### config.mk
export PLATFORM = sky130hd
export DESIGN_NAME = div_unit
export DESIGN_NICKNAME = d
export VERILOG_FILES = /design/src/rtl/div_unit.sv
export SDC_FILE = /design/constraint.sdc
export NUM_CORES = 1
export LEC_CHECK = 0
export ABC_AREA = 1
export ABC_CLOCK_PERIOD_IN_PS = 12200
export BUFFER_PORTS_ARGS = -buffer_cell sky130_fd_sc_hd__buf_4
export CAP_MARGIN = 40
export CORE_ASPECT_RATIO = 0.7
export CORE_UTILIZATION = 45
export CTS_BUF_LIST = sky130_fd_sc_hd__clkbuf_2
export DETAILED_ROUTE_END_ITERATION = 10
export GPL_TIMING_DRIVEN = 0
export PLACE_DENSITY = 0.72
export SYNTH_ARGS = -nofsm -noshare
export SYNTH_HDL_FRONTEND = slang
export SYNTH_SLANG_ARGS = --single-unit
### constraint.sdc
create_clock -name clk -period 12.2 [get_ports clk]
set_clock_uncertainty 0.05 [all_clocks]
set_input_delay 1.22 -clock clk [delete_from_list [all_inputs] [get_ports clk]]
set_output_delay 1.22 -clock clk [all_outputs]
set_load 0.01 [all_outputs]
### src/rtl/div_unit.sv
// div_unit: multi-cycle restoring divider (signed/unsigned) with start/busy/done handshake
module div_unit #(
  parameter int WIDTH = 32
) (
  input  logic             clk,
  input  logic             rst,
  input  logic             start,
  input  logic             is_signed,
  input  logic [WIDTH-1:0] dividend,
  input  logic [WIDTH-1:0] divisor,
  output logic             busy,
  output logic             done,
  output logic [WIDTH-1:0] quotient,
  output logic [WIDTH-1:0] remainder,
  output logic             div_by_zero
);
  localparam int CW = $clog2(WIDTH);
  typedef enum logic [1:0] {IDLE, CALC, DONE} state_t;
  state_t state, state_n;
  logic [CW-1:0] cnt;
  logic [WIDTH-1:0] dvd, dvs, prem, prem_n, dvd_n, a_mag, b_mag;
  logic [WIDTH:0] prem_s, diff;
  logic qneg, rneg, a_neg, b_neg, last, zero;
  always_comb begin
    a_neg = is_signed & dividend[WIDTH-1];
    b_neg = is_signed & divisor[WIDTH-1];
    a_mag = a_neg ? -dividend : dividend;
    b_mag = b_neg ? -divisor : divisor;
    zero = divisor == '0;
    prem_s = {prem, dvd[WIDTH-1]};
    diff = prem_s - {1'b0, dvs};
    prem_n = diff[WIDTH] ? prem_s[WIDTH-1:0] : diff[WIDTH-1:0];
    dvd_n = {dvd[WIDTH-2:0], ~diff[WIDTH]};
    last = cnt == CW'(WIDTH - 1);
    state_n = state == IDLE ? (start ? (zero ? DONE : CALC) : IDLE) :
              state == CALC ? (last ? DONE : CALC) : IDLE;
  end
  assign busy = state == CALC;
  assign done = state == DONE;
  always_ff @(posedge clk) state <= rst ? IDLE : state_n;
  always_ff @(posedge clk) begin
    if (rst) begin
      cnt <= '0;
      dvd <= '0;
      dvs <= '0;
      prem <= '0;
      qneg <= 1'b0;
      rneg <= 1'b0;
      quotient <= '0;
      remainder <= '0;
      div_by_zero <= 1'b0;
    end else if (state == IDLE && start) begin
      cnt <= '0;
      dvd <= a_mag;
      dvs <= b_mag;
      prem <= '0;
      qneg <= a_neg ^ b_neg;
      rneg <= a_neg;
      div_by_zero <= zero;
      if (zero) begin
        quotient <= '1;
        remainder <= dividend;
      end
    end else if (state == CALC) begin
      cnt <= cnt + 1'b1;
      dvd <= dvd_n;
      prem <= prem_n;
      if (last) begin
        quotient <= qneg ? -dvd_n : dvd_n;
        remainder <= rneg ? -prem_n : prem_n;
      end
    end
  end
endmodule

==> key figures <==
Status
  • Status: complete, no violations

Yosys
  • EDFF count, synth: 0
  • Synthesized instance count: 2,158
  • Post-synthesis compound-gate area fraction: 19.5%
  • Main synth FF type: dfxtp_1
  • Post-Synth Adder-Cell Area: 3.82%
  • Simple-Gate Fraction of Synth Area: 34.6%
  • Syn nets: 2,265
  • Top cell type's share of synthesized area: 26.2%
  • Xor/xnor share of the synthesized area: 2.36%
  • Yosys warning count: 0
  • Main combinational cell family by area after synthesis: simple AND/OR/NAND/NOR gates
  • Synth unique cells: 58
  • List of most frequent post-synthesis cells: 549 x nand2_1, 356 x inv_1, 192 x nor2_1
  • Largest area contributor in the netlist: dfxtp_1
  • Asr flop ratio synth: 0%
  • Syn Area/Cell: 6.02 µm²
  • Synth area leaders: dfxtp_1 26%, nand2_1 16%, inv_1 10%
  • Multiplexer share of the synthesized area: 0.0771%
  • Sequential area share after synthesis: 26.2%
  • Post-Syn Area: 13,000 µm²
  • Most common cell in the netlist: nand2_1
  • Yosys reg bits: 170

Floorplanning
  • Initial Util: 46.2%
  • Rows: 51
  • Die width: 205 µm
  • Die ar.: 29,500 µm²
  • Core area: 28,100 µm²
  • Ports: 135
  • Die height: 144 µm

Critical path
  • Crit. End Element: flip-flop
  • R2R cell count: 25
  • Reg2Reg Setup Slack: 5.87 ns
  • CP Launch Type: flip-flop
  • FF-to-FF End: quotient[28]$_SDFFE_PP0P_
  • Worst Path Arrival: 7.05 ns
  • CP Launch Point: dvs[28]$_SDFFE_PP0P_
  • R2R Path Start: dvs[28]$_SDFFE_PP0P_
  • CP Data Required Time: 12.93 ns
  • Crit Path Max Fanout: 10
  • Worst setup path end: quotient[28]$_SDFFE_PP0P_
  • Setup CP Type: flip-flop to flip-flop

GRT
  • Met3 usage: 18.4%
  • First-pass GRT wire length: 83,400 µm
  • Initial antenna violation count: 1
  • Met1 usage: 58.7%
  • Vias in the first global route: 13,500
  • Largest net degree at the start of global routing: 17
  • GRT Max-Usage Layer: met1
  • Overall Global Routing Usage: 38.7%
  • Grt ovf: 0
  • Met2 Use GR: 46.9%

Final layout
  • Final Core Density: 52.4%
  • Final net count: 2,419
  • Final Instance Area: 14,700 µm²
  • Final std cells w/o fill: 2,697
  • Layout area overhead: 13.3%
  • Layout cells sized above 1: 11.7%

Timing
  • Hold Violations, Final: 0
  • Final Cycle Share: 51.9%
  • Max frequency: 0.158 GHz
  • Normalized max-slew margin: 36.3%
  • Fin crit period: 6.33 ns
  • Pin slew with the least headroom to its limit: 0.956 ns
  • Final setup vio count: 0
  • Final Slew Violations: 0
  • RSZ-0062 raised after global routing: false
  • Setup TNS: 0 ns

CTS
  • Number of CTS-inserted buffers: 17
  • CTS root buffer: clkbuf_2
  • CTS Hold Buffers Added: 0
  • CTS resizes: 0
  • CTS tree: built
  • Worst-skew pair later-pin latency: 0.90 ns
  • Clk buf depth: 2
  • Clk slew on worst S/H paths: 0.30 ns
  • Setup Fix Bufs, Post-CTS: 0
  • CTS Sinks: 170
  • Htree depth: 4

Placement
  • I/O Buffers: 134
  • Post-Place Cells: 2,663
  • DP HPWL: 46,600 µm
  • Placed cell area: 14,500 µm²
  • Final GP Congestion: 0.994

Drt
  • DRC viols: 0
  • Vias: 15,400
  • Final Routed Wirelength: 57,100 µm
  • DR vias/cell: 5.73
  • Initial drt markers: 1,801
  • First drt pass iteration count: 6
  • Post-DR wirelength/cell: 21.2 µm
  • Routed Antenna Nets: 0

Flow run
  • Max capacitance violation total: 0

Power
  • Leak pwr: 7.50 nW
  • Maximum vdd drop: 0.0787 mV
  • Power density over the cells: 138 nW/µm²

Worst hold path
  • HP Class: flip-flop to flip-flop
==> routing by layer <==
layer | vias up | wire, µm
met4 | 0 | 791
met3 | 54 | 9120
li1 | 7294 | -
met5 | - | 0
met2 | 950 | 19800
met1 | 7150 | 27400
==> state kept, by name (all words and copies together), names as in the netlist <==
name         cells
dvs             32
qneg             1
dvd             32
rneg             1
cnt              5
remainder       32
prem            32
quotient        32
state            2
div_by_zero      1
==> report_power, final <==
group / switching [mW] / internal (mW)
clock network: 0.242 / 0.0984
registers: 0.0281 / 0.586
logic: 0.770 / 0.300
total: 1.04 / 0.984
==> metrics by stage <==
stage               total power, mW  hold WS (ns)  worst slack [ns]
floorplan                      1.31         0.372              7.97
global placement               1.64         0.390              6.32
detailed placement             1.64         0.411              6.37
CTS                            1.98         0.443              6.30
global route                   2.14         0.465              5.73
finish                         2.02         0.440              5.87
==> placed cells by master (no fill, tap or decap), types with 34 or more instances in the layout <==
cell type  count
a21oi_1      143
buf_4        138
clkbuf_1      54
dfxtp_1      170
ha_1          38
inv_1        356
nand2_1      549
nand2_2       34
nand3_1      140
nor2_1       192
o21ai_0      166
==> area by class of cell <==
class | instances | area [µm²]
buffer | 81 | 384
sequential | 170 | 3400
multi-input combinational | 1545 | 7840
timing repair buffer | 135 | 1010
fill | 2939 | 13400
clock inverter | 15 | 163
antenna | 1 | 2.50
clock buffer | 17 | 85.1
inverter | 362 | 1360
tap | 371 | 464
==> how the worst min path moves through the flow <==
stage / from / to / slack (ns) / cells past startpoint
finish: quotient[25]$_SDFFE_PP0P_ / quotient[25]$_SDFFE_PP0P_ / 0.44 / 2
detailed placement: quotient[31]$_SDFFE_PP0P_ / quotient[31]$_SDFFE_PP0P_ / 0.41 / 2
floorplan: dvs[24]$_SDFFE_PP0P_ / dvs[24]$_SDFFE_PP0P_ / 0.37 / 2
global placement: dvs[24]$_SDFFE_PP0P_ / dvs[24]$_SDFFE_PP0P_ / 0.39 / 2
CTS: quotient[25]$_SDFFE_PP0P_ / quotient[25]$_SDFFE_PP0P_ / 0.44 / 2
global route: cnt[4]$_SDFFE_PP0P_ / cnt[4]$_SDFFE_PP0P_ / 0.46 / 2
==> critical path, stage by stage (launching register included) <==
cell,delay (ns)
dfxtp_1,0.39
inv_1,0.07
ha_1,0.48
nand2_1,0.17
nor2_1,0.47
nand2_1,0.17
nor2_2,0.20
nand2_4,0.10
nand2_4,0.09
nand2_4,0.08
nand2_8,0.16
buf_6,0.17
buf_2,0.32
ha_1,0.22
inv_1,0.05
nor3_1,0.24
inv_1,0.09
nor3_1,0.54
nand2_1,0.10
inv_1,0.22
nand4_1,0.23
o31ai_1,0.78
nand3_1,0.22
xor2_1,0.20
o311ai_0,0.30
inv_1,0.08
==> cell families after synthesis <==
logic type,Yosys count
simple gates,1031
buf+inv,443
compound gates,439
flops,170
fa+ha+maj,39
xor+xnor,35
mux,1
No activity file was read; power rests on OpenSTA's default activity.
